`src/rtl/lvds_align_pkg.sv`:
```
// Shared definitions for the LVDS word aligner: lane FSM states and the
// default training word.
package lvds_align_pkg;

  typedef enum logic [2:0] {
    IDLE,
    CHECK,
    SLIP,
    WAIT,
    LOCKED,
    ERR
  } lane_state_t;

  localparam logic [7:0] DEFAULT_TRAIN_PATTERN = 8'h7E;

endpackage

```
`src/rtl/lvds_lane_aligner.sv`:
```
// Per-lane word alignment FSM: compares the lane word with the training
// pattern, issues bitslip pulses until it matches, then locks or errors out.
module lvds_lane_aligner
  import lvds_align_pkg::*;
#(
  parameter int unsigned       WIDTH         = 8,
  parameter logic [WIDTH-1:0]  TRAIN_PATTERN = DEFAULT_TRAIN_PATTERN,
  parameter int unsigned       MATCH_COUNT   = 8,
  parameter int unsigned       SLIP_WAIT     = 4,
  parameter int unsigned       MAX_SLIPS     = 2*WIDTH
) (
  input  logic             clk,
  input  logic             reset_n,
  input  logic [WIDTH-1:0] word,
  input  logic             train_en,
  input  logic             retrain,
  output logic             bitslip,
  output logic             lane_locked,
  output logic             lane_err
);

  localparam int unsigned MW = $clog2(MATCH_COUNT + 1);
  localparam int unsigned SW = $clog2(MAX_SLIPS + 1);
  localparam int unsigned WW = $clog2(SLIP_WAIT + 1);
  localparam logic [MW-1:0] MATCH_LAST = MW'(MATCH_COUNT - 1);
  localparam logic [SW-1:0] SLIP_LIMIT = SW'(MAX_SLIPS);
  localparam logic [WW-1:0] WAIT_LAST  = WW'(SLIP_WAIT - 1);

  lane_state_t   state, state_nxt;
  logic [MW-1:0] match_cnt, match_nxt;
  logic [SW-1:0] slip_cnt, slip_nxt;
  logic [WW-1:0] wait_cnt, wait_nxt;

  always_ff @(posedge clk or negedge reset_n) begin
    if (!reset_n) begin
      state     <= IDLE;
      match_cnt <= '0;
      slip_cnt  <= '0;
      wait_cnt  <= '0;
    end else begin
      state     <= state_nxt;
      match_cnt <= match_nxt;
      slip_cnt  <= slip_nxt;
      wait_cnt  <= wait_nxt;
    end
  end

  always_comb begin
    state_nxt = state;
    match_nxt = match_cnt;
    slip_nxt  = slip_cnt;
    wait_nxt  = wait_cnt;
    if (retrain) begin
      state_nxt = IDLE;
      match_nxt = '0;
      slip_nxt  = '0;
      wait_nxt  = '0;
    end else begin
      unique case (state)
        IDLE: begin
          match_nxt = '0;
          slip_nxt  = '0;
          wait_nxt  = '0;
          if (train_en) state_nxt = CHECK;
        end
        CHECK: begin
          if (!train_en) begin
            state_nxt = IDLE;
          end else if (word == TRAIN_PATTERN) begin
            match_nxt = match_cnt + 1'b1;
            if (match_cnt == MATCH_LAST) state_nxt = LOCKED;
          end else begin
            match_nxt = '0;
            state_nxt = (slip_cnt < SLIP_LIMIT) ? SLIP : ERR;
          end
        end
        // The pulse always lasts one full cycle, even if training is dropped.
        SLIP: begin
          slip_nxt  = slip_cnt + 1'b1;
          wait_nxt  = '0;
          state_nxt = train_en ? WAIT : IDLE;
        end
        WAIT: begin
          if (!train_en) begin
            state_nxt = IDLE;
          end else if (wait_cnt == WAIT_LAST) begin
            wait_nxt  = '0;
            state_nxt = CHECK;
          end else begin
            wait_nxt = wait_cnt + 1'b1;
          end
        end
        LOCKED, ERR: ;
        default: state_nxt = IDLE;
      endcase
    end
  end

  assign bitslip     = (state == SLIP);
  assign lane_locked = (state == LOCKED);
  assign lane_err    = (state == ERR);

endmodule

```
`src/rtl/lvds_word_aligner.sv`:
```
// Multi-lane LVDS word aligner: de-interleaves ISERDES output into lane
// words and runs one independent alignment FSM per lane.
module lvds_word_aligner
  import lvds_align_pkg::*;
#(
  parameter int unsigned      LANES         = 5,
  parameter int unsigned      WIDTH         = 8,
  parameter logic [WIDTH-1:0] TRAIN_PATTERN = DEFAULT_TRAIN_PATTERN,
  parameter int unsigned      MATCH_COUNT   = 8,
  parameter int unsigned      SLIP_WAIT     = 4,
  parameter int unsigned      MAX_SLIPS     = 2*WIDTH
) (
  input  logic                   clk,
  input  logic                   reset_n,
  input  logic [LANES*WIDTH-1:0] rxdin,
  input  logic                   train_en,
  input  logic                   retrain,
  output logic [LANES*WIDTH-1:0] rxdout,
  output logic [LANES-1:0]       bitslip,
  output logic [LANES-1:0]       lane_locked,
  output logic [LANES-1:0]       lane_err,
  output logic                   all_locked
);

  logic [LANES*WIDTH-1:0] lane_words;

  // ISERDES places lane l bit k at k*LANES+l; regroup so each lane is contiguous.
  always_comb begin
    lane_words = '0;
    for (int unsigned l = 0; l < LANES; l++) begin
      for (int unsigned k = 0; k < WIDTH; k++) begin
        lane_words[l*WIDTH + k] = rxdin[k*LANES + l];
      end
    end
  end

  always_ff @(posedge clk or negedge reset_n) begin
    if (!reset_n) begin
      rxdout     <= '0;
      all_locked <= 1'b0;
    end else begin
      rxdout     <= lane_words;
      all_locked <= retrain ? 1'b0 : &lane_locked;
    end
  end

  for (genvar l = 0; l < LANES; l++) begin : g_lane
    lvds_lane_aligner #(
      .WIDTH         (WIDTH),
      .TRAIN_PATTERN (TRAIN_PATTERN),
      .MATCH_COUNT   (MATCH_COUNT),
      .SLIP_WAIT     (SLIP_WAIT),
      .MAX_SLIPS     (MAX_SLIPS)
    ) u_lane (
      .clk         (clk),
      .reset_n     (reset_n),
      .word        (lane_words[l*WIDTH +: WIDTH]),
      .train_en    (train_en),
      .retrain     (retrain),
      .bitslip     (bitslip[l]),
      .lane_locked (lane_locked[l]),
      .lane_err    (lane_err[l])
    );
  end

endmodule

```
`config.mk`:
```
export PLATFORM = sky130hd
export DESIGN_NAME = lvds_word_aligner
export DESIGN_NICKNAME = d
export VERILOG_FILES = /design/src/rtl/lvds_align_pkg.sv /design/src/rtl/lvds_lane_aligner.sv /design/src/rtl/lvds_word_aligner.sv
export SDC_FILE = /design/constraint.sdc
export NUM_CORES = 1
export LEC_CHECK = 0
export BUFFER_PORTS_ARGS = -buffer_cell sky130_fd_sc_hd__clkbuf_2
export CAP_MARGIN = 30
export CORE_AREA = 4 4 106 108
export CTS_BUF_LIST = sky130_fd_sc_hd__clkbuf_16
export DETAILED_ROUTE_END_ITERATION = 10
export DIE_AREA = 0 0 110 112
export HOLD_SLACK_MARGIN = 0.1
export PLACE_DENSITY = 0.78
export SLEW_MARGIN = 20
export SYNTH_ARGS = -nofsm -noshare
export SYNTH_HDL_FRONTEND = slang
export SYNTH_SLANG_ARGS = --single-unit
```
`constraint.sdc`:
```
create_clock -name clk -period 2 [get_ports clk]
set_clock_uncertainty 0.15 [all_clocks]
set_input_delay 0.4 -clock clk [delete_from_list [all_inputs] [get_ports clk]]
set_output_delay 0.4 -clock clk [all_outputs]
set_load 0.02 [all_outputs]
```
Word level (Yosys, flattened, before mapping)
Index checks and enable logic that the tools add are counted.
{ "totals": {"ff_bits": 116, "latchBits": 0, "ram_bits": 0, "romBits": 0, "input_bits": 44, "out_inout_bits": 56, "wordCells": 251, "mem_count": 0} }
{ "classes": {"n_addsub": 15, "n_mul": 0, "div": 0, "order_cmp": 5, "eq_ne": 70, "shifts": 0, "muxes": 93, "bitwise": 0, "n_reduce_logical": 46} }
{ "op_table": {"columns": ["operator", "count"], "rows": [
  ["3-bit two-way mux", 51],
  ["3-bit case mux with 5 select lines", 5],
  ["4-bit two-way mux", 15],
  ["5-bit case mux with 2 select lines", 5],
  ["3-bit by 2-bit == test with 1-bit output (second input constant)", 15],
  ["3-bit inequality test (second input constant)", 15],
  ["3-bit nonzero test", 15],
  ["8-bit by 7-bit == test with 1-bit output (second input constant)", 5],
  ["4-bit case mux with 2 select lines", 5],
  ["3-bit == test (second input constant)", 10],
  ["3-bit case mux with 2 select lines", 5],
  ["5-bit by 1-bit adder with 5-bit output (second input constant)", 5],
  ["5-bit < comparator (second input constant)", 5],
  ["5-bit two-way mux", 5],
  ["5-bit inequality test (second input constant)", 5],
  ["4-bit by 1-bit adder with 4-bit output (second input constant)", 5],
  ["4-bit by 3-bit == test with 1-bit output (second input constant)", 5],
  ["4-bit by 3-bit inequality test with 1-bit output (second input constant)", 5],
  ["2-bit AND reduction", 10],
  ["4-bit AND reduction", 5],
  ["2-bit OR reduction", 10],
  ["3-bit by 1-bit adder with 3-bit output (second input constant)", 5],
  ["3-bit by 1-bit == test with 1-bit output (second input constant)", 5],
  ["3-bit zero test", 5],
  ["other kinds (4)", 8]
]} }

Longest topological paths before layout
Gate-level depths: netlist of the first run.
{ "depth": {"depth_word": 6, "ltp_mapped": 8, "ltp_nobuf": 6} }

Hierarchy
A second synthesis of the first run with hierarchy kept.
{ "unflattened": {"hier_cells": 573, "area_unflattened_um2": 6005.8} }
{ "by_module_without_submodules": {"columns": ["module", "n_inst", "cells_per_inst", "area_each_um2", "seq_area_each_um2"], "rows": [
  ["lvds_lane_aligner", 5, 106, 992.2, 375.4],
  ["lvds_word_aligner", 1, 43, 1044.8, 1026.0]
]} }

Worst setup path before layout of the first run
No wires, ideal clock.
{ "synth_path": {"path_type": "reg-to-output", "from": "register g_lane[0].u_lane.state[2]", "to": "output port bitslip[0]", "arrival_ps": 1216, "required_time_ps": 1450, "setup_slack_ps": 234, "path_stages_with_launch": 6, "path_buffers": 3, "path_cell_list": "dfrtp_1 > buf_2 > or2_2 > buf_2 > nor2_1 > buf_4"} }
{ "synth_between": {"elab_chain_cells": 1} }
{ "synth_lines": {"columns": ["element", "line_no", "rtl"], "rows": [
  ["from (decl)", "lvds_lane_aligner.sv:29", "lane_state_t state, state_nxt;"],
  ["from (signal assigned)", "lvds_lane_aligner.sv:41", "state <= state_nxt;"],
  ["3-bit by 2-bit == test with 1-bit output", "lvds_lane_aligner.sv:99", "assign bitslip = (state == SLIP);"],
  ["to (decl)", "lvds_word_aligner.sv:19", "output logic [LANES-1:0] bitslip,"]
]} }
Every way passes these cells.

Worst setup path in the final report of the first run
{ "layout_path": {"from": "register g_lane[4].u_lane.state[1]", "to": "register g_lane[4].u_lane.state[0]"} }
{ "layout_between": {"elab_chain_cells": 4, "word_cells_on_any_way": 14, "cone_classes": "eq/ne (9); mux (2); reduce/logical (3)"} }
{ "layout_lines": {"columns": ["element", "line_no", "rtl"], "rows": [
  ["from (decl)", "lvds_lane_aligner.sv:29", null],
  ["from (signal assigned)", "lvds_lane_aligner.sv:41", null],
  ["3-bit == test", "lvds_lane_aligner.sv:59", "unique case (state)"],
  ["2-bit OR reduction", "lvds_lane_aligner.sv:59", null],
  ["3-bit case mux with 5 select lines / 2-bit inequality test (equally long branches)", null, null],
  ["3-bit two-way mux / 4-bit AND reduction (equally long branches)", null, null]
]} }
Several ways; a longest one is shown, not always the timed one.
A chain may end at the register's enable or synchronous reset.

==> results of run 1 <==
==> flip-flops by register name, indices dropped and copies added, names as in the netlist <==
name and count:
all_locked 1, g_lane.u_lane.match_cnt 20, g_lane.u_lane.slip_cnt 25, g_lane.u_lane.state 15, g_lane.u_lane.wait_cnt 15, rxdout 40
==> critical path, stage by stage (launching register included) <==
cell and delay [ns]:
dfrtp_1 0.37, buf_4 0.14, buf_4 0.13, nor4b_4 0.32, nand3_2 0.18, o22ai_4 0.20
mux2_2 0.35
==> Yosys cell counts (3+ instances only) <==
master / n / area share [%]
or2_2: 3 / 0.33
a21oi_1: 29 / 2.6
buf_1: 3 / 0.20
o21ai_0: 31 / 2.8
mux2i_1: 9 / 1.6
and3_1: 3 / 0.33
a22oi_1: 7 / 0.94
and4b_1: 6 / 1.1
buf_4: 18 / 2.4
a21o_1: 7 / 0.94
a31oi_1: 4 / 0.45
nand2_1: 49 / 3.3
nand4_1: 6 / 0.67
xor2_1: 6 / 0.94
nand4b_1: 4 / 0.62
nor2b_1: 8 / 0.89
clkbuf_1: 7 / 0.47
nor4_1: 3 / 0.33
dfrtp_1: 116 / 52
o31ai_1: 4 / 0.54
nor3b_1: 9 / 1.2
mux2_2: 7 / 1.4
o22ai_1: 3 / 0.33
inv_1: 17 / 1.1
nor2_1: 67 / 4.5
nand2b_1: 12 / 1.3
buf_2: 11 / 0.98
a211oi_1: 4 / 0.54
nor3_1: 16 / 1.4
and2_1: 6 / 0.67
ha_1: 15 / 3.3
nand3_1: 23 / 2.1
==> routing by layer <==
layer | share of wire [%] | up-vias | track usage, %
met5 | 0 | - | 0
met1 | 41 | 2415 | 29.5
met3 | 4.7 | 21 | 6.14
met4 | 1.7 | 0 | 6.32
met2 | 52 | 163 | 39.2
li1 | - | 2303 | -
==> kinds of logic after synthesis <==
| logic type | after synthesis | synth area share (%) |
|---|---|---|
| AOI/OAI and AO/OA | 115 | 13.4 |
| xor gates and xnor gates | 7 | 1.09 |
| adders and majority gates | 15 | 3.35 |
| buffers and inverters | 58 | 5.60 |
| DFF | 116 | 51.8 |
| muxes | 16 | 3.01 |
| and+or+nand+nor | 232 | 21.8 |
==> how the worst max path moves through the flow <==
stage                                          start                                         to  slack (ns)  cells after the start
6_report       g_lane[4].u_lane.state[1]$_DFFE_PN0P_      g_lane[4].u_lane.state[0]$_DFFE_PN0P_        0.04                      6
5_1_grt        g_lane[4].u_lane.state[1]$_DFFE_PN0P_      g_lane[4].u_lane.state[0]$_DFFE_PN0P_       -0.05                      6
4_1_cts        g_lane[0].u_lane.state[0]$_DFFE_PN0P_                                 bitslip[0]       -0.05                      3
3_5_place_dp                                 retrain  g_lane[0].u_lane.match_cnt[0]$_DFFE_PN0P_        0.03                      6
3_3_place_gp                                train_en      g_lane[4].u_lane.state[2]$_DFFE_PN0P_        0.08                      7
2_1_floorplan  g_lane[0].u_lane.state[2]$_DFFE_PN0P_                                 bitslip[0]        0.23                      5
==> per-stage QoR <==
stage / setup TNS (ns) / std cells / instance area [um2] / hold WS, ns
floorplan: 0 / 559 / 5610 / -0.0456
global placement: 0 / 780 / 6250 / 0.209
detailed placement: 0 / 780 / 6250 / 0.216
CTS: -0.0461 / 861 / 7420 / 0.322
global route: -0.169 / 876 / 7590 / 0.341
finish: 0 / 876 / 7590 / 0.322
==> what timing repair did <==
action,CTS,global route
buffers inserted,8,14
endpoints found under the hold margin,66,0
gates resized for setup,25,26
endpoints found under the setup margin,13,21
hold buffers,41,0
pin swaps,0,6
==> report_power, final <==
group          leakage [nW]  internal [mW]  switching [mW]
Clock                 0.319           2.30            1.02
Sequential             1.50           2.43          0.0697
Combinational          1.72          0.396           0.491
Total                  3.54           5.12            1.58
==> area by class of cell <==
type | instances | area share, %
Tap cell | 136 | 2.24
Multi-Input combinational cell | 385 | 32.4
Timing Repair Buffer | 189 | 17.6
Antenna cell | 1 | 0.0330
Inverter | 17 | 0.841
Clock inverter | 15 | 2.87
Sequential cell | 116 | 38.4
Clock buffer | 17 | 5.61
==> results, run 1 <==
- The run finished with clean final reports.
- The core region is 10200 um2.
- The longest clock path from root to sink contains 2 buffers.
- The final route contains 4902 vias.
- In the layout the commonest cells are 104 x dfrtp_1, 92 x clkbuf_2, 60 x nor2_1, 49 x nand2_1, 46 x buf_4.
- The capturing point of the worst reg2reg path is g_lane[4].u_lane.state[0]$_DFFE_PN0P_.
- The setup slack of the most critical reg-to-reg path is 0.04 ns.
- The sequential cells in the finished layout cover a total of 2920 um2.
- The post-synthesis instance area is 5610 um2.
- Counting flops with a built-in enable in the synthesized netlist gives 0.
- For this run, the post-layout net count is 785.
- The post-synthesis async set-or-reset flop share is 100%.
- The initial cell density of the core is 54.8%.
- The worst voltage drop across the vdd grid is 0.613 mV.
- The total global routing track utilization is 23.3%.
- Setup repair after global routing could not meet its margin everywhere.
- The first-pass GRT wire length is 22700 um.
- The clock-pin slew reported for the worst setup and hold paths after clock tree synthesis is 0.05 ns.
- Once routing completed, OpenROAD measured the worst setup slack at 0.0366 ns.
- The layout-stage area growth over the synthesis result is 35.4%.
- After detailed routing, the total wire length is 14200 um.
- For this run the aggregate overflow at the end of global routing stands at 0.
- The HPWL reported at the end of detailed placement is 8560 um.
- The transition time at the pin with the least slew margin is 0.506 ns.
- The site row count is 37.
- The horizontal extent of the die is 110 um.
- The die footprint is 12300 um2.
- Derived from the worst setup path, the maximum achievable clock frequency is 509 MHz.
- Setup violations remaining at the end of the flow were counted as 0.
- The clock tree from TritonCTS is built.
- The worst setup path is launched from a flop.
- The detailed-router iteration count before antenna repair is 5.
- The warning count from the yosys run is 0.
- The maximum fanout encountered on the critical timing path is 4.
- The launch point of the worst reg-to-reg path is g_lane[4].u_lane.state[1]$_DFFE_PN0P_.
- The via count of the first global-routing pass was 4804.
- The fraction of layout instances using a drive strength above 1 is 30.2%.
- Summed over all cells, the static leakage comes to 3.54 nW.
- The remaining routing DRC violations is 0.
- The power density normalized to cell area is 884 nW/um2.
- At the end of routability-driven placement, the weighted congestion stood at 0.854.
- 100 I/O pins were placed.
- The H-tree generated during clock tree synthesis spans 4 levels.
- The tool flagged a number of max-cap violations equal to 0.
- The number of standard cells after synthesis is 559.
- The worst setup path is captured at a flop.
- The leading register cell type out of synthesis is dfrtp_1.
- The synthesized design contains 116 register bits.
- By startpoint and endpoint, the worst setup path is classified as flop to flop.
- The type of the tightest min-delay check is input port to async pin.
- The count of cell types in the netlist is 65.
- The number of buffers added on ports is 99.
- The average instance in the mapped netlist occupies 10.0 um2.
- The floorplan step set the die height to 112 um.
- Data on the critical path is required at its endpoint by 2.14 ns.
- The sequential share of the synthesized area is 51.8%.
- The final count of hold timing violations came to 0.
- The total CTS buffers is 17.
- Counting every net in the synthesized netlist gives 618.
- Dividing the detail-routed wire length by the instance count gives 16.2 um.
- Entering global routing, the biggest net connects 34 pins.
- The total of fill cells in the finished design is 660.
- The number of clock sinks is 116.
- OpenSTA, run right after detailed placement, puts the worst setup slack at 0.0266 ns.
- The master cell of the clock root buffer is clkbuf_16.
- The area of the multi-input gates is 2460 um2.
- The final number of max-transition violations was 0.
- Data on the critical path arrives at its endpoint at 2.10 ns.
- Once detail routing completed, the nets flagged for antenna violations numbered 0.
- The overall power consumption is 6.71 mW.
- The detailed router finished its first iteration with 276 violations.
- The relative max-transition margin is 66.0%.
- Leaving out fill and tap cells, the most frequent cell in the layout is dfrtp_1.
- For the worst flop-to-flop path, the logic depth is 6.
- The smallest clock period supported by the final layout is computed as 1.96 ns.
- Dividing the final minimum period by the clock period gives 98.2%.
- The source-to-sink clock delay at the later pin of the worst-skew pair is 0.41 ns.
- For this run, the share of the core covered by cells in the final layout is 74.2%.
- The initial antenna violation count is 1.
- The vias per cell is 5.60.
No activity file was read; power rests on OpenSTA's default activity.
==> run 2, diff against run 1 <==
--- a/config.mk
+++ b/config.mk
@@ -7,10 +7,10 @@
 export LEC_CHECK = 0
 export BUFFER_PORTS_ARGS = -buffer_cell sky130_fd_sc_hd__clkbuf_2
 export CAP_MARGIN = 30
-export CORE_AREA = 4 4 106 108
+export CORE_AREA = 2 2 104 106
 export CTS_BUF_LIST = sky130_fd_sc_hd__clkbuf_16
 export DETAILED_ROUTE_END_ITERATION = 10
-export DIE_AREA = 0 0 110 112
+export DIE_AREA = 0 0 106 108
 export HOLD_SLACK_MARGIN = 0.1
 export PLACE_DENSITY = 0.78
 export SLEW_MARGIN = 20
==> results, run 2 (synthesis gave the netlist of run 1 again) <==
- The total of fill cells in the finished design is 641 (-2.9%).
- The I/O pin count is 100 (unchanged).
- The highest cell delay on the worst timing path came to 0.41 ns (+0.04 ns).
- The H-tree level count was 4 (unchanged).
- The leakage power is 3.58 nW (+1.1%).
- The die boundary height is 108 um (-3.6%).
- The achievable frequency came to 502 MHz (-1.5%).
- The worst path setup slack after routing is 0.00747 ns (-0.0292 ns).
- The final antenna-violating net count is 0 (unchanged).
- The initial antenna violation count was 0 (-1).
- The via count was 5002 (+2.0%).
- The vias per cell was 5.66 (+1.2%).
- The flow ran to the end, and the final reports show no timing, DRC or antenna violations.
- The number of antenna repair diodes came to 0 (-1).
- The source-to-sink clock delay at the later pin of the worst-skew pair was 0.41 ns (about the same).
- The kind of cell with the highest combined delay along the critical path is simple AND/OR/NAND/NOR gates.
- The maximum buffer depth of the clock tree is 2 (unchanged).
- The power density normalized to cell area is 869 nW/um2 (-1.6%).
- The cell type of the slowest stage on the worst timing path is dfrtp_1.
- The placed cell area came to 6240 um2 (-0.12%).
- The post-layout net count came to 794 (+1.1%).
- The met1 track demand over resource in global routing is 30.7% (+1.2 points).
- The pre-CTS worst setup slack is 0.113 ns (+0.0867 ns).
- The overall power consumption was 6.65 mW (-0.84%).
- In the layout the commonest cells are 103 x dfrtp_1, 92 x clkbuf_2, 60 x nor2_1, 56 x buf_4, 48 x nand2_1.
- The critical path is of the flop to flop type.
- The clock-pin slew reported for the worst setup and hold paths after clock tree synthesis is 0.05 ns (about the same).
- The minimum hold slack is 0.318 ns (-0.00361 ns).
- The worst setup path is captured at a flop.
- The via count of the first global-routing pass is 4909 (+2.2%).
- The power share of the clock group is 48.6% (-0.9 points).
- The final clock period utilization by the worst path is 99.6% (+1.5 points).
- The final non-filler cell area came to 7650 um2 (+0.79%).
- The type of the tightest min-delay check is input port to async pin.
- The fraction of layout instances using a drive strength above 1 came to 31.2% (+1.0 points).
- The total CTS buffers is 17 (unchanged).
- The required time of the critical path was 2.14 ns (about the same).
- The share of total power in combinational logic is 13.8% (+0.6 points).
- The switching power as a share of total power is 24.5% (+0.89 points).
- The number of buffer and inverter stages on the critical path came to 2 (unchanged).
- The register share of total power came to 37.6% (+0.3 points).
- The total congestion overflow after global routing was 0 (unchanged).
- rxdout holds more flip-flops than any other register.
- The initial cell density of the core was 54.8% (unchanged).
- The die footprint was 11400 um2 (-7.1%).
- The most frequent cell on the critical path is buf_4.
- The first-pass GRT wire length is 23000 um (+1.4%).
- The max capacitance violation total is 0 (unchanged).
- The routed length per placed instance is 16.4 um (+1.3%).
- The net switching power figure was 1.63 mW (+2.9%).
- The library cell used most frequently in the layout, excluding fill and tap cells, is dfrtp_1.
- TritonCTS built the clock tree.
- The largest registers in the layout are rxdout (40), g_lane.u_lane.slip_cnt (25), g_lane.u_lane.match_cnt (20).
- Setup repair after global routing could not meet its margin everywhere.
- The kind of launch point of the worst setup path is a flop.
- The final critical path time including I/O delays and setup is 1.99 ns (+0.0292 ns).
- The maximum fanout encountered on the critical timing path came to 4 (unchanged).
- The worst voltage drop across the vdd grid is 0.538 mV (-12%).
- The routing usage on met3 is 6.09% (-0.057 points).
- The number of flip-flops under the largest register name was 40 (unchanged).
- The number of clock sinks came to 116 (unchanged).
- The final estimated routing congestion in global placement is 0.876 (+2.5%).
- The pin count of the biggest net entering global routing is 35 (+2.9%).
- The cell sitting at the root of the clock tree is a clkbuf_16.
- The transition time at the pin with the least slew margin was 0.523 ns (+0.0171 ns).
- The site row count is 37 (unchanged).
- The final number of max-transition violations came to 0 (unchanged).
- The utilization after layout came to 74.8% (+0.59 points).
- The number of buffers added on ports was 99 (unchanged).
- The remaining routing DRC violations was 0 (unchanged).
- The internal power component came to 5.02 mW (-2.0%).
- The detailed-router iteration count before antenna repair is 5 (unchanged).
- The final setup violation count is 0 (unchanged).
- The total global routing track utilization came to 25.6% (+2.3 points).
- The number of DRC markers after the initial detailed-route iteration came to 293 (+6.2%).
- The horizontal extent of the die is 106 um (-3.6%).
- The global routing stage identified its most utilized layer as met2.
- The arrival time at the worst endpoint is 2.14 ns (+0.04 ns).
- The relative max-transition margin is 64.7% (-1.2 points).
- The core outline area is 10200 um2 (unchanged).
- The HPWL reported at the end of detailed placement was 8460 um (-1.2%).
- The final wirelength came to 14500 um (+2.1%).
- The layout-stage area growth over the synthesis result is 36.5%.
- The met2 layer usage reported by global route came to 44.6% (+5.4 points).
- Walking the worst path, the cells encountered are buf_4, buf_4, nor4b_4, nand3_2, o22ai_2, mux2_2.
- The final count of hold timing violations is 0 (unchanged).
-- run 2: cell count changes in the layout (fill, tap and decap cells not counted), sizes merged --
cell and delta:
clkbuf +1, inv +2, diode -1, bufinv -1
clkinvlp +2, clkinv -4, buf +8
-- run 2: power by group through the flow --
stage,Clock [mW],Combinational (mW),Sequential (mW)
6_report,3.23,0.920,2.50
3_5_place_dp,0,0.682,2.55
2_1_floorplan,0,0.400,2.56
5_1_grt,3.37,0.996,2.51
3_3_place_gp,0,0.668,2.54
4_1_cts,3.23,0.798,2.50
-- run 2: per-layer routing --
layer | part of all wire [%] | up-vias | wire length [um]
li1 | - | 2322 | -
met4 | 2.3 | 0 | 328
met3 | 5.0 | 31 | 718
met2 | 52 | 189 | 7490
met1 | 41 | 2460 | 5950
met5 | 0 | - | 0
-- run 2: area by class of cell --
type	instances	area, um2	area share, %
inverter	17	63.8	0.834
clock buffer	17	425	5.56
tap	136	170	2.22
clock inverter	14	195	2.55
sequential	116	2920	38.2
multi-input combinational	385	2480	32.4
timing repair buffer	198	1400	18.3
-- run 2: per-stage QoR --
stage                      TNS, ns  cells
final                            0    883
after global routing        -0.110    883
after CTS                 -0.00932    862
after detailed placement         0    779
after global placement           0    779
after floorplan                  0    559
-- run 2: what timing repair did --
| action | 4_1_cts | 5_1_grt |
|---|---|---|
| pin swaps | 1 | 4 |
| hold buffers | 41 | 0 |
| endpoints found under the setup margin | 11 | 21 |
| endpoints found under the hold margin | 65 | 0 |
| setup buffers | 11 | 21 |
| resized for setup | 27 | 25 |
| cloned | 0 | 0 |
-- run 2: final timing paths --
kind | slack [ns] | cells past startpoint | from | to
min in group clk | 0.33 | 1 | g_lane[4].u_lane.match_cnt[3]$_DFFE_PN0P_ | g_lane[4].u_lane.match_cnt[3]$_DFFE_PN0P_
worst min-delay path | 0.32 | 2 | reset_n | rxdout[19]$_DFF_PN0_
worst max register to register | 0.007 | 6 | g_lane[4].u_lane.state[1]$_DFFE_PN0P_ | g_lane[4].u_lane.state[0]$_DFFE_PN0P_
worst min register to register | 0.33 | 1 | g_lane[4].u_lane.match_cnt[3]$_DFFE_PN0P_ | g_lane[4].u_lane.match_cnt[3]$_DFFE_PN0P_
worst max-delay path | 0.007 | 6 | g_lane[4].u_lane.state[1]$_DFFE_PN0P_ | g_lane[4].u_lane.state[0]$_DFFE_PN0P_
max in group asynchronous | 0.84 | 3 | reset_n | g_lane[1].u_lane.slip_cnt[2]$_DFFE_PN0P_
==> run 3, diff against run 2 <==
--- a/config.mk
+++ b/config.mk
@@ -5,12 +5,13 @@
 export SDC_FILE = /design/constraint.sdc
 export NUM_CORES = 1
 export LEC_CHECK = 0
+export ABC_AREA = 1
 export BUFFER_PORTS_ARGS = -buffer_cell sky130_fd_sc_hd__clkbuf_2
 export CAP_MARGIN = 30
-export CORE_AREA = 2 2 104 106
+export CORE_AREA = 2 2 106 108
 export CTS_BUF_LIST = sky130_fd_sc_hd__clkbuf_16
 export DETAILED_ROUTE_END_ITERATION = 10
-export DIE_AREA = 0 0 106 108
+export DIE_AREA = 0 0 108 110
 export HOLD_SLACK_MARGIN = 0.1
 export PLACE_DENSITY = 0.78
 export SLEW_MARGIN = 20
==> results, run 3 <==
- The flow ran to the end, and the final reports show no timing, DRC or antenna violations.
- The setup slack of the most critical reg-to-reg path was 0.33 ns (+0.32 ns).
- The kind of launch point of the worst setup path is a flop.
- The post-synthesis async set-or-reset flop share is 100% (unchanged).
- The site row count is 38 (+2.7%).
- The worst hold path belongs to the class input port to flop.
- The pre-CTS worst setup slack is 0.216 ns (+0.103 ns).
- The die footprint is 11900 um2 (+3.8%).
- The warning count from the yosys run is 0 (unchanged).
- The final critical path time including I/O delays and setup is 1.94 ns (-0.0564 ns).
- The total CTS buffers came to 17 (unchanged).
- The routed length per placed instance was 13.4 um (-18%).
- The number of clock sinks is 116 (unchanged).
- The number of flops mapped to enable cells by yosys is 0 (unchanged).
- The maximum buffer depth of the clock tree is 2 (unchanged).
- The power density normalized to cell area is 874 nW/um2 (+0.56%).
- The leakage power is 3.82 nW (+6.7%).
- The tree is rooted in a clkbuf_16.
- The worst min-delay path startpoint is train_en.
- Setup repair after global routing left no endpoint under its margin.
- The total of flip-flops plus latches after synthesis is 116 (unchanged).
- From synthesis to final layout, the design area changed by 28.6%.
- The via count came to 5243 (+4.8%).
- The endpoint identified for the worst register-to-register timing path is g_lane[2].u_lane.wait_cnt[0]$_DFFE_PN0P_.
- The sum of negative setup slack came to 0 ns (unchanged).
- The number of DRC markers after the initial detailed-route iteration is 313 (+6.8%).
- The clock tree from TritonCTS is built.
- The number of antenna repair diodes came to 0 (unchanged).
- The post-synthesis instance area is 5830 um2 (+4.0%).
- The slowest stage of the critical path belongs to the cell dfrtp_1.
- The final clock period utilization by the worst path is 96.8% (-2.8 points).
- The number of flip-flops under the largest register name is 40 (unchanged).
- Leaving out fill and tap cells, the most frequent cell in the layout is nand2_1.
- The initial cell density of the core is 54.5% (-0.30 points).
- The die boundary height is 110 um (+1.9%).
- The worst path setup slack after routing is 0.0639 ns (+0.0564 ns).
- The remaining routing DRC violations is 0 (unchanged).
- Walking the worst path, the cells encountered are inv_2, nand3_1, inv_1, clkbuf_2.
- The I/O pin count came to 100 (unchanged).
- The relative max-transition margin is 61.9% (-2.8 points).
- The fraction of layout instances using a drive strength above 1 was 21.6% (-9.6 points).
- The initial antenna violation count is 0 (unchanged).
- The launch point of the worst reg-to-reg path is g_lane[2].u_lane.state[2]$_DFFE_PN0P_.
- The worst voltage drop across the vdd grid is 0.548 mV (+1.8%).
- The max capacitance violation total is 0 (unchanged).
- The post-synth net total is 775 (+25%).
- The first-pass GRT wire length was 22900 um (-0.27%).
- The register with the most flip-flops is rxdout.
- The pin count of the biggest net entering global routing came to 72 (+110%).
- The via count of the first global-routing pass is 5181 (+5.5%).
- The average footprint of a synthesized cell is 8.14 um2 (-19%).
- The total global routing track utilization is 24.7% (-0.93 points).
- The vias per cell is 5.16 (-9.0%).
- The achievable frequency came to 517 MHz (+2.9%).
- The post-layout net count is 923 (+16%).
- The final count of hold timing violations is 0 (unchanged).
- The number of buffers added on ports came to 99 (unchanged).
- The cell depth of the worst hold path is 3.
- In the synthesized netlist the dominant register cell turns out to be dfrtp_1.
- The required time of the critical path is 1.45 ns (-0.69 ns).
- The final number of max-transition violations is 0 (unchanged).
- The arrival time at the worst endpoint is 1.39 ns (-0.75 ns).
- Sorting the synthesized cells by area gives the leading types as dfrtp_1 50%, nand2_1 10%, inv_1 6.6%, nand3_1 5.2%, nor2_1 5.2%.
- The area share of the leading cell type in the synthesized netlist is 49.8% (-2.0 points).
- The final wirelength is 13600 um (-6.1%).
- The largest area contributor in the synthesized netlist is dfrtp_1.
- The highest cell delay on the worst timing path is 0.43 ns (+0.02 ns).
- The transition time at the pin with the least slew margin is 0.567 ns (+0.0436 ns).
- The final estimated routing congestion in global placement is 0.881 (+0.57%).
- In the final layout, the registers with the most flip-flops are rxdout (40), g_lane.u_lane.slip_cnt (25), g_lane.u_lane.match_cnt (20).
- The clock-pin slew reported for the worst setup and hold paths after clock tree synthesis is 0.05 ns (about the same).
- The total congestion overflow after global routing is 0 (unchanged).
- The H-tree level count is 4 (unchanged).
- The source-to-sink clock delay at the later pin of the worst-skew pair is 0.42 ns (about the same).
- The HPWL reported at the end of detailed placement is 9450 um (+12%).
- STA classifies the critical path endpoint as a primary output.
- In the layout the commonest cells are 162 x nand2_1, 114 x dfrtp_1, 98 x inv_1, 94 x clkbuf_2, 76 x nor2_1.
- The type of the worst setup path is flop to primary output.
- The horizontal extent of the die is 108 um (+1.9%).
- By count the netlist is led by 163 x nand2_1, 116 x dfrtp_1, 102 x inv_1, 81 x nor2_1, 61 x nand3_1.
- The core outline area is 10700 um2 (+4.6%).
- The length in cells of the worst reg-to-reg path was 6 (unchanged).
- The number of standard cells after synthesis is 716 (+28%).
- The maximum fanout encountered on the critical timing path is 5 (+1).
- The library cell with the highest instance count after synthesis is nand2_1.
- The final antenna-violating net count is 0 (unchanged).
- The final setup violation count is 0 (unchanged).
- The worst hold path endpoint is g_lane[4].u_lane.state[2]$_DFFE_PN0P_.
- The detailed-router iteration count before antenna repair is 5 (unchanged).
- The sequential share of the synthesized area is 49.8% (-2.0 points).
- The count of cell types in the netlist is 39 (-40%).
[run 3: cell types whose count changed in the layout (fill, tap and decap cells not counted), moves of 7 or more]
cell	previous run	this run
nand3_1	23	59
a22oi_1	7	0
nor2_1	60	76
o21ai_0	30	37
dfrtp_1	103	114
inv_2	2	15
mux2i_1	9	2
o21ai_1	1	8
nand2b_1	11	0
buf_4	56	14
dfrtp_2	13	2
inv_1	18	98
nor2b_1	8	0
nand2_1	48	162
[run 3: how the worst max path moves through the flow]
stage | to | slack [ns] | startpoint
2_1_floorplan | bitslip[1] | 0.49 | g_lane[1].u_lane.state[0]$_DFFE_PN0P_
3_3_place_gp | g_lane[3].u_lane.match_cnt[2]$_DFFE_PN0P_ | 0.25 | retrain
3_5_place_dp | g_lane[3].u_lane.match_cnt[2]$_DFFE_PN0P_ | 0.22 | retrain
4_1_cts | bitslip[1] | 0.0004 | g_lane[1].u_lane.state[2]$_DFFE_PN0P_
5_1_grt | lane_locked[3] | 0.005 | g_lane[3].u_lane.state[1]$_DFFE_PN0P_
6_report | bitslip[0] | 0.06 | g_lane[0].u_lane.state[0]$_DFFE_PN0P_
[run 3: cell families (layout without fill, tap and decap cells)]
family,after synthesis,count (layout),synth area share (%)
fa+ha+maj,15,15,3.22
simple gates,347,347,26.2
flops,116,116,49.8
buf+inv,136,297,10.3
mux,3,3,0.537
xor+xnor,8,8,1.20
compound gates,91,91,8.71
[run 3: cell type report]
| cell class | instances | area (um2) |
|---|---|---|
| Timing Repair Buffer | 153 | 1040 |
| Fill cell | 822 | 3200 |
| Clock buffer | 17 | 425 |
| Sequential cell | 116 | 2910 |
| Clock inverter | 15 | 170 |
| Multi-Input combinational cell | 464 | 2360 |
| Tap cell | 140 | 175 |
| Inverter | 112 | 420 |
[run 3: worst max-delay path: cells and delay by family (launching register included)]
kind | cells | cell delay [ns]
simple gates | 1 | 0.15
buf+inv | 3 | 0.39
flops | 1 | 0.43
[run 3: timing repair]
item,CTS,global route
setup endpoints to repair,7,11
hold endpoints to repair,156,0
hold buffers,41,0
pin swaps,0,1
gates resized for setup,7,16
setup buffers,1,2
[run 3: layer usage]
metal | global-route usage [%] | part of all wire (%)
met3 | 5.58 | 5.3
met1 | 30.3 | 41
met2 | 43.6 | 52
met4 | 7.60 | 1.4
met5 | 0 | 0
[run 3: power by group]
group,total (mW),switching [mW],internal (mW)
Clock,3.09,1.05,2.04
Combinational,0.936,0.614,0.322
Sequential,2.53,0.0790,2.45
Total,6.55,1.74,4.81
[run 3: stage by stage]
step | cells | instance area [um2] | total power [mW] | hold slack, ns | utilization [%]
2_1_floorplan | 716 | 5830 | 3.12 | -0.0456 | -
3_3_place_gp | 941 | 6420 | 3.37 | 0.259 | 60.0
3_5_place_dp | 941 | 6420 | 3.40 | 0.262 | 60.0
4_1_cts | 1015 | 7450 | 6.56 | 0.228 | 69.6
5_1_grt | 1017 | 7500 | 6.84 | 0.252 | 70.1
6_report | 1017 | 7500 | 6.55 | 0.244 | 70.1
